===== config.mk =====
export PLATFORM = sky130hd
export DESIGN_NAME = up_sampler
export DESIGN_NICKNAME = d
export VERILOG_FILES = /design/src/rtl/up_sampler_pkg.sv /design/src/rtl/up_sampler.sv
export SDC_FILE = /design/constraint.sdc
export NUM_CORES = 1
export LEC_CHECK = 0
export CORE_MARGIN = 4
export CORE_UTILIZATION = 30
export CTS_BUF_LIST = sky130_fd_sc_hd__clkbuf_8 sky130_fd_sc_hd__clkbuf_16
export DETAILED_ROUTE_END_ITERATION = 12
export GPL_TIMING_DRIVEN = 0
export SETUP_SLACK_MARGIN = 0.3
export SLEW_MARGIN = 20
export SYNTH_ARGS = -nofsm -noshare
export SYNTH_HDL_FRONTEND = slang
export SYNTH_SLANG_ARGS = --single-unit

===== constraint.sdc =====
create_clock -name aclk -period 4.21 [get_ports aclk]
set_input_delay 0.421 -clock aclk [delete_from_list [all_inputs] [get_ports aclk]]
set_output_delay 0.421 -clock aclk [all_outputs]
set_load 0.01 [all_outputs]

===== src/rtl/up_sampler_pkg.sv =====
// Shared helpers for the AXI4-Stream rate-change blocks (up_sampler, down_sampler).
package up_sampler_pkg;

   // Phase counter width; a factor of 1 still needs a 1-bit register.
   function automatic int cnt_w(input int factor);
      return (factor > 1) ? $clog2(factor) : 1;
   endfunction

endpackage


===== src/rtl/up_sampler.sv =====
// AXI4-Stream interpolator: each accepted sample is emitted as U_FACTOR beats.
// Build option UP_SAMPLER_ZERO_STUFF_EN: sample then zeros instead of zero-order hold.
module up_sampler
   import up_sampler_pkg::*;
#(
   parameter int U_FACTOR    = 4,
   parameter int TDATA_WIDTH = 8
) (
   input  logic                   aclk,
   input  logic                   aresetn,
   input  logic                   s_axis_tvalid,
   output logic                   s_axis_tready,
   input  logic [TDATA_WIDTH-1:0] s_axis_tdata,
   output logic                   m_axis_tvalid,
   input  logic                   m_axis_tready,
   output logic [TDATA_WIDTH-1:0] m_axis_tdata,
   output logic                   m_axis_tlast
);

   localparam int               CNT_W      = cnt_w(U_FACTOR);
   localparam logic [CNT_W-1:0] LAST_PHASE = CNT_W'(U_FACTOR - 1);

   logic [TDATA_WIDTH-1:0] data_q;
   logic [CNT_W-1:0]       phase_q;
   logic                   valid_q;
   logic                   last;
   logic                   fire_m;
   logic                   fire_s;

   assign last   = (phase_q == LAST_PHASE);
   assign fire_m = valid_q && m_axis_tready;

   // Ready opens on the final beat so the next burst starts without a bubble.
   assign s_axis_tready = aresetn && (!valid_q || (m_axis_tready && last));
   assign fire_s        = s_axis_tvalid && s_axis_tready;

   always_ff @(posedge aclk or negedge aresetn) begin
      if (!aresetn) begin
         data_q  <= '0;
         phase_q <= '0;
         valid_q <= 1'b0;
      end else if (fire_s) begin
         // NOTE: non-blocking assignments keep every register updating from
         // the pre-edge values, regardless of statement order.
         data_q  <= s_axis_tdata;
         phase_q <= '0;
         valid_q <= 1'b1;
      end else if (fire_m) begin
         if (last) begin
            valid_q <= 1'b0;
            phase_q <= '0;
         end else begin
            phase_q <= phase_q + 1'b1;
         end
      end
   end

   assign m_axis_tvalid = valid_q;
   assign m_axis_tlast  = valid_q && last;

`ifdef UP_SAMPLER_ZERO_STUFF_EN
   assign m_axis_tdata = (phase_q == '0) ? data_q : '0;
`else
   assign m_axis_tdata = data_q;
`endif

endmodule


== Word level (Yosys, flattened, before mapping) ==
Cells that the tools add are included.
Operators by class
  reduce and logical (&&, ||, !) cells: 10
  mux-type cells: 6
  add/sub/neg operators: 1
  equality and inequality tests: 1
Operators by type and width (number)
  2-bit two-way mux: 3
  1-bit logical AND: 5
  2-bit nonzero test: 2
  1-bit two-way mux: 3
  2-bit by 1-bit adder with 2-bit output, second input constant: 1
  2-bit == test, second input constant: 1
  2-bit AND reduction: 1
  1-bit logical NOT: 1
  1-bit logical OR: 1
Word-level totals
  word-level logic and storage cells: 21
  output and inout bits: 11
  flip-flop bits (word level): 11
  input bits: 12

== Longest topological paths before layout ==
  depth after elaboration: 7
  mapped depth: 4
  depth with buffers taken out: 4

== Worst setup path before layout ==
OpenSTA, ideal clock, no wires.
  path kind: flip-flop to output port
  start point: reg phase_q[0]
  end point: out s_axis_tready
  setup slack: 2.817 ns
  buffers on the path: 0
  cell stages (with the launch flop): 5
  arrival: 0.972 ns
  required time: 3.789 ns
  cell sequence: dfrtp_1 > ha_1 > nand2_2 > nand2_1 > and2_1
Between the ends
  cells in the longest elaborated chain, start to end: 4
RTL lines
  from (decl): line up_sampler.sv:24  | logic [CNT_W-1:0] phase_q;
  from (signal assigned): line up_sampler.sv:53  | phase_q <= phase_q + 1'b1;
  2-bit == test: line up_sampler.sv:30  | assign last = (phase_q == LAST_PHASE);
  1-bit logical AND: line up_sampler.sv:34  | assign s_axis_tready = aresetn && (!valid_q || (m_axis_tready && last));
  1-bit logical OR: line up_sampler.sv:34
  1-bit logical AND: line up_sampler.sv:34
  to (decl): line up_sampler.sv:12  | output logic s_axis_tready,
No other way between the ends.

== Worst setup path after layout ==
  start point: in aresetn
  end point: out s_axis_tready
Between the ends
  cells in the longest elaborated chain, start to end: 1
RTL lines
  from (decl): line up_sampler.sv:10  | input logic aresetn,
  1-bit logical AND: line up_sampler.sv:34
No other way between the ends.

==> qor.txt <==
Power density cells = 687 nW/um2
Setup Crit Path Kind = primary input to output pin
DRT antenna net count = 0
Critical Path Start Type = primary input
First-pass GRT wire length = 1.64 mm
Required time of the critical path = 3.79 ns
IO buf count = 22
Hold Path Stages = 1
Top_reg_cell synth = dfrtp_1
FFs w/ async S/R, synth = 100%
Synth area leader = dfrtp_1
Critical path origin = aresetn
Gate Count Post-Synth = 37
Cell variety after synth = 14
WL per Instance = 12.1 um
Core box area = 1510 um2
FF-to-FF path depth = 4
Mapped Nets = 50
Initial Utilization = 32.0%
Hold buffer count at CTS = 0
Clk buf depth = 2
Post-CTS setup buffer count = 0
Fin Clk Skew = 0.00446 ns
Max-cap check violation count = 0
Pre-antenna DRT Iters = 3
Rel. slew slack = 60.4%
TritonCTS clock tree = done
Final Net Count = 77
Final worst-path cycle share = 57.8%
CTS Sinks = 11
Final wirelength = 955 um
Post_cts resized = 0
Worst min path class = flop to flop
Global route total overflow = 0
Gr usage total = 10.5%
Final core occ = 50.9%
Peak VDD IR = 0.330 mV
Leakage Power = 0.328 nW
Via count = 361
Post-route minimum period = 2.43 ns
WL met1 = 445 um
Top cell type's share of synthesized area = 57.1%
Top Metal Used = met4
R2R Path Start = phase_q[0]$_DFFE_PN0P_
Largest net degree at the start of global routing = 15
Number of global-route vias before repair = 413
Antenna diodes = 0
Metal2 WL = 402 um
Chip width = 48.1 um
Clk root buf = clkbuf_8
Layout cells sized above 1 = 20.6%
Hold Crit Endpoint = m_axis_tdata[0]$_DFFE_PN0P_
Status = finished, final reports clean
CP Max Fanout = 14
Synth top area cells = dfrtp_1, mux2_2, nand2_1
Fmax = 411 MHz
Worst Hold Launch = m_axis_tdata[0]$_DFFE_PN0P_
Worst Path Arrival = 2.01 ns
Num rows = 14
Final hold vios = 0
Setup TNS = 0 ns
Area growth, synth to finish = 59.2%
Final hold slack = 0.501 ns
GP Congestion = 0.761
Count leader, synth = dfrtp_1
Top cells by count, synth = dfrtp_1, mux2_2, nand2_1
Syn Area/Cell = 13.0 um2
Worst-Margin Slew = 0.593 ns
R2R setup slack = 2.70 ns
TritonCTS buffer count = 3
Final max-slew violation count = 0
Dpl hpwl = 722 um
# setup viols final = 0
Unrepaired setup endpoints after global routing = no
RR Endpoint = m_axis_tdata[2]$_DFFE_PN0P_
Initial antenna violation count = 0
#FFs+latches synth = 11
Fin cells = 79
H-tree depth = 1
Height of the die = 48.1 um
Dpl cells = 75
Clk slew on worst S/H paths = 0.04 ns
Worst-skew pair later-pin latency = 0.23 ns
I/O pin count = 23
Post-synth EDFFs = 0
Number of remaining DRC errors = 0
Synthesized area = 482 um2
Met3 wire len = 98 um
Die Footprint = 2310 um2
Seq/Total Area, Yosys = 57.1%
Critical Path End Type = output pin
Yosys Warn Count = 0
Avg Vias per Cell = 4.57
Number of DRC markers in iteration 0 = 1
-- report_power, final --
group	internal, mW	switching (mW)	leakage [nW]
Sequential	0.159	0.0360	0.130
Clock	0.0636	0.0350	0.0269
Combinational	0.149	0.0844	0.171
-- state kept, by name, indices dropped and copies added (netlist names) --
signal / flops
m_axis_tvalid: 1
m_axis_tdata: 8
phase_q: 2
-- final cells by class --
| cell class | instances | area (um2) |
|---|---|---|
| clock buffer | 3 | 41.3 |
| sequential | 11 | 275 |
| tap | 16 | 20.0 |
| fill | 139 | 739 |
| timing repair buffer | 22 | 220 |
| clock inverter | 1 | 3.75 |
| multi-input combinational | 26 | 206 |
-- worst max-delay path, cell delays in order --
cell	delay, ns
clkdlybuf4s50_1	0.85
and2_1	0.21
clkdlybuf4s50_1	0.53
-- kinds of logic (layout without fill, tap and decap cells) --
kind of cell,after synthesis,in the layout,share of synthesized area (%)
AND/OR/NAND/NOR,12,12,12.5
AO/OA/AOI/OAI,4,4,7.01
flip-flops,11,11,57.1
multiplexers,9,9,20.8
adder cells (fa/ha/maj),1,1,2.60
buffers and inverters,0,26,0
-- how the worst max path moves through the flow --
| stage | to | slack, ns |
|---|---|---|
| floorplan | s_axis_tready | 2.82 |
| global placement | s_axis_tready | 1.74 |
| detailed placement | s_axis_tready | 1.73 |
| CTS | s_axis_tready | 1.73 |
| global route | s_axis_tready | 1.64 |
| finish | s_axis_tready | 1.78 |
-- cells in the final DEF, fill, tap and decap left out, types with 2 or more instances in the layout --
master            n
a31oi_1           2
and2_1            2
clkbuf_8          3
clkdlybuf4s50_1  22
dfrtp_1          11
mux2_2            8
nand2_1           5
-- through the flow --
stage	total power, mW	setup WS [ns]	cell area (um2)
2_1_floorplan	0.304	2.82	482
3_3_place_gp	0.428	1.74	722
3_5_place_dp	0.433	1.73	722
4_1_cts	0.538	1.73	767
5_1_grt	0.569	1.64	767
6_report	0.527	1.78	767
-- layer usage --
metal,track usage (%),vias to the layer above
met4,6.45,0
met3,3.76,2
met5,0,-
met1,12.0,161
li1,-,181
met2,16.6,17
(Power assumes the default switching activity.)
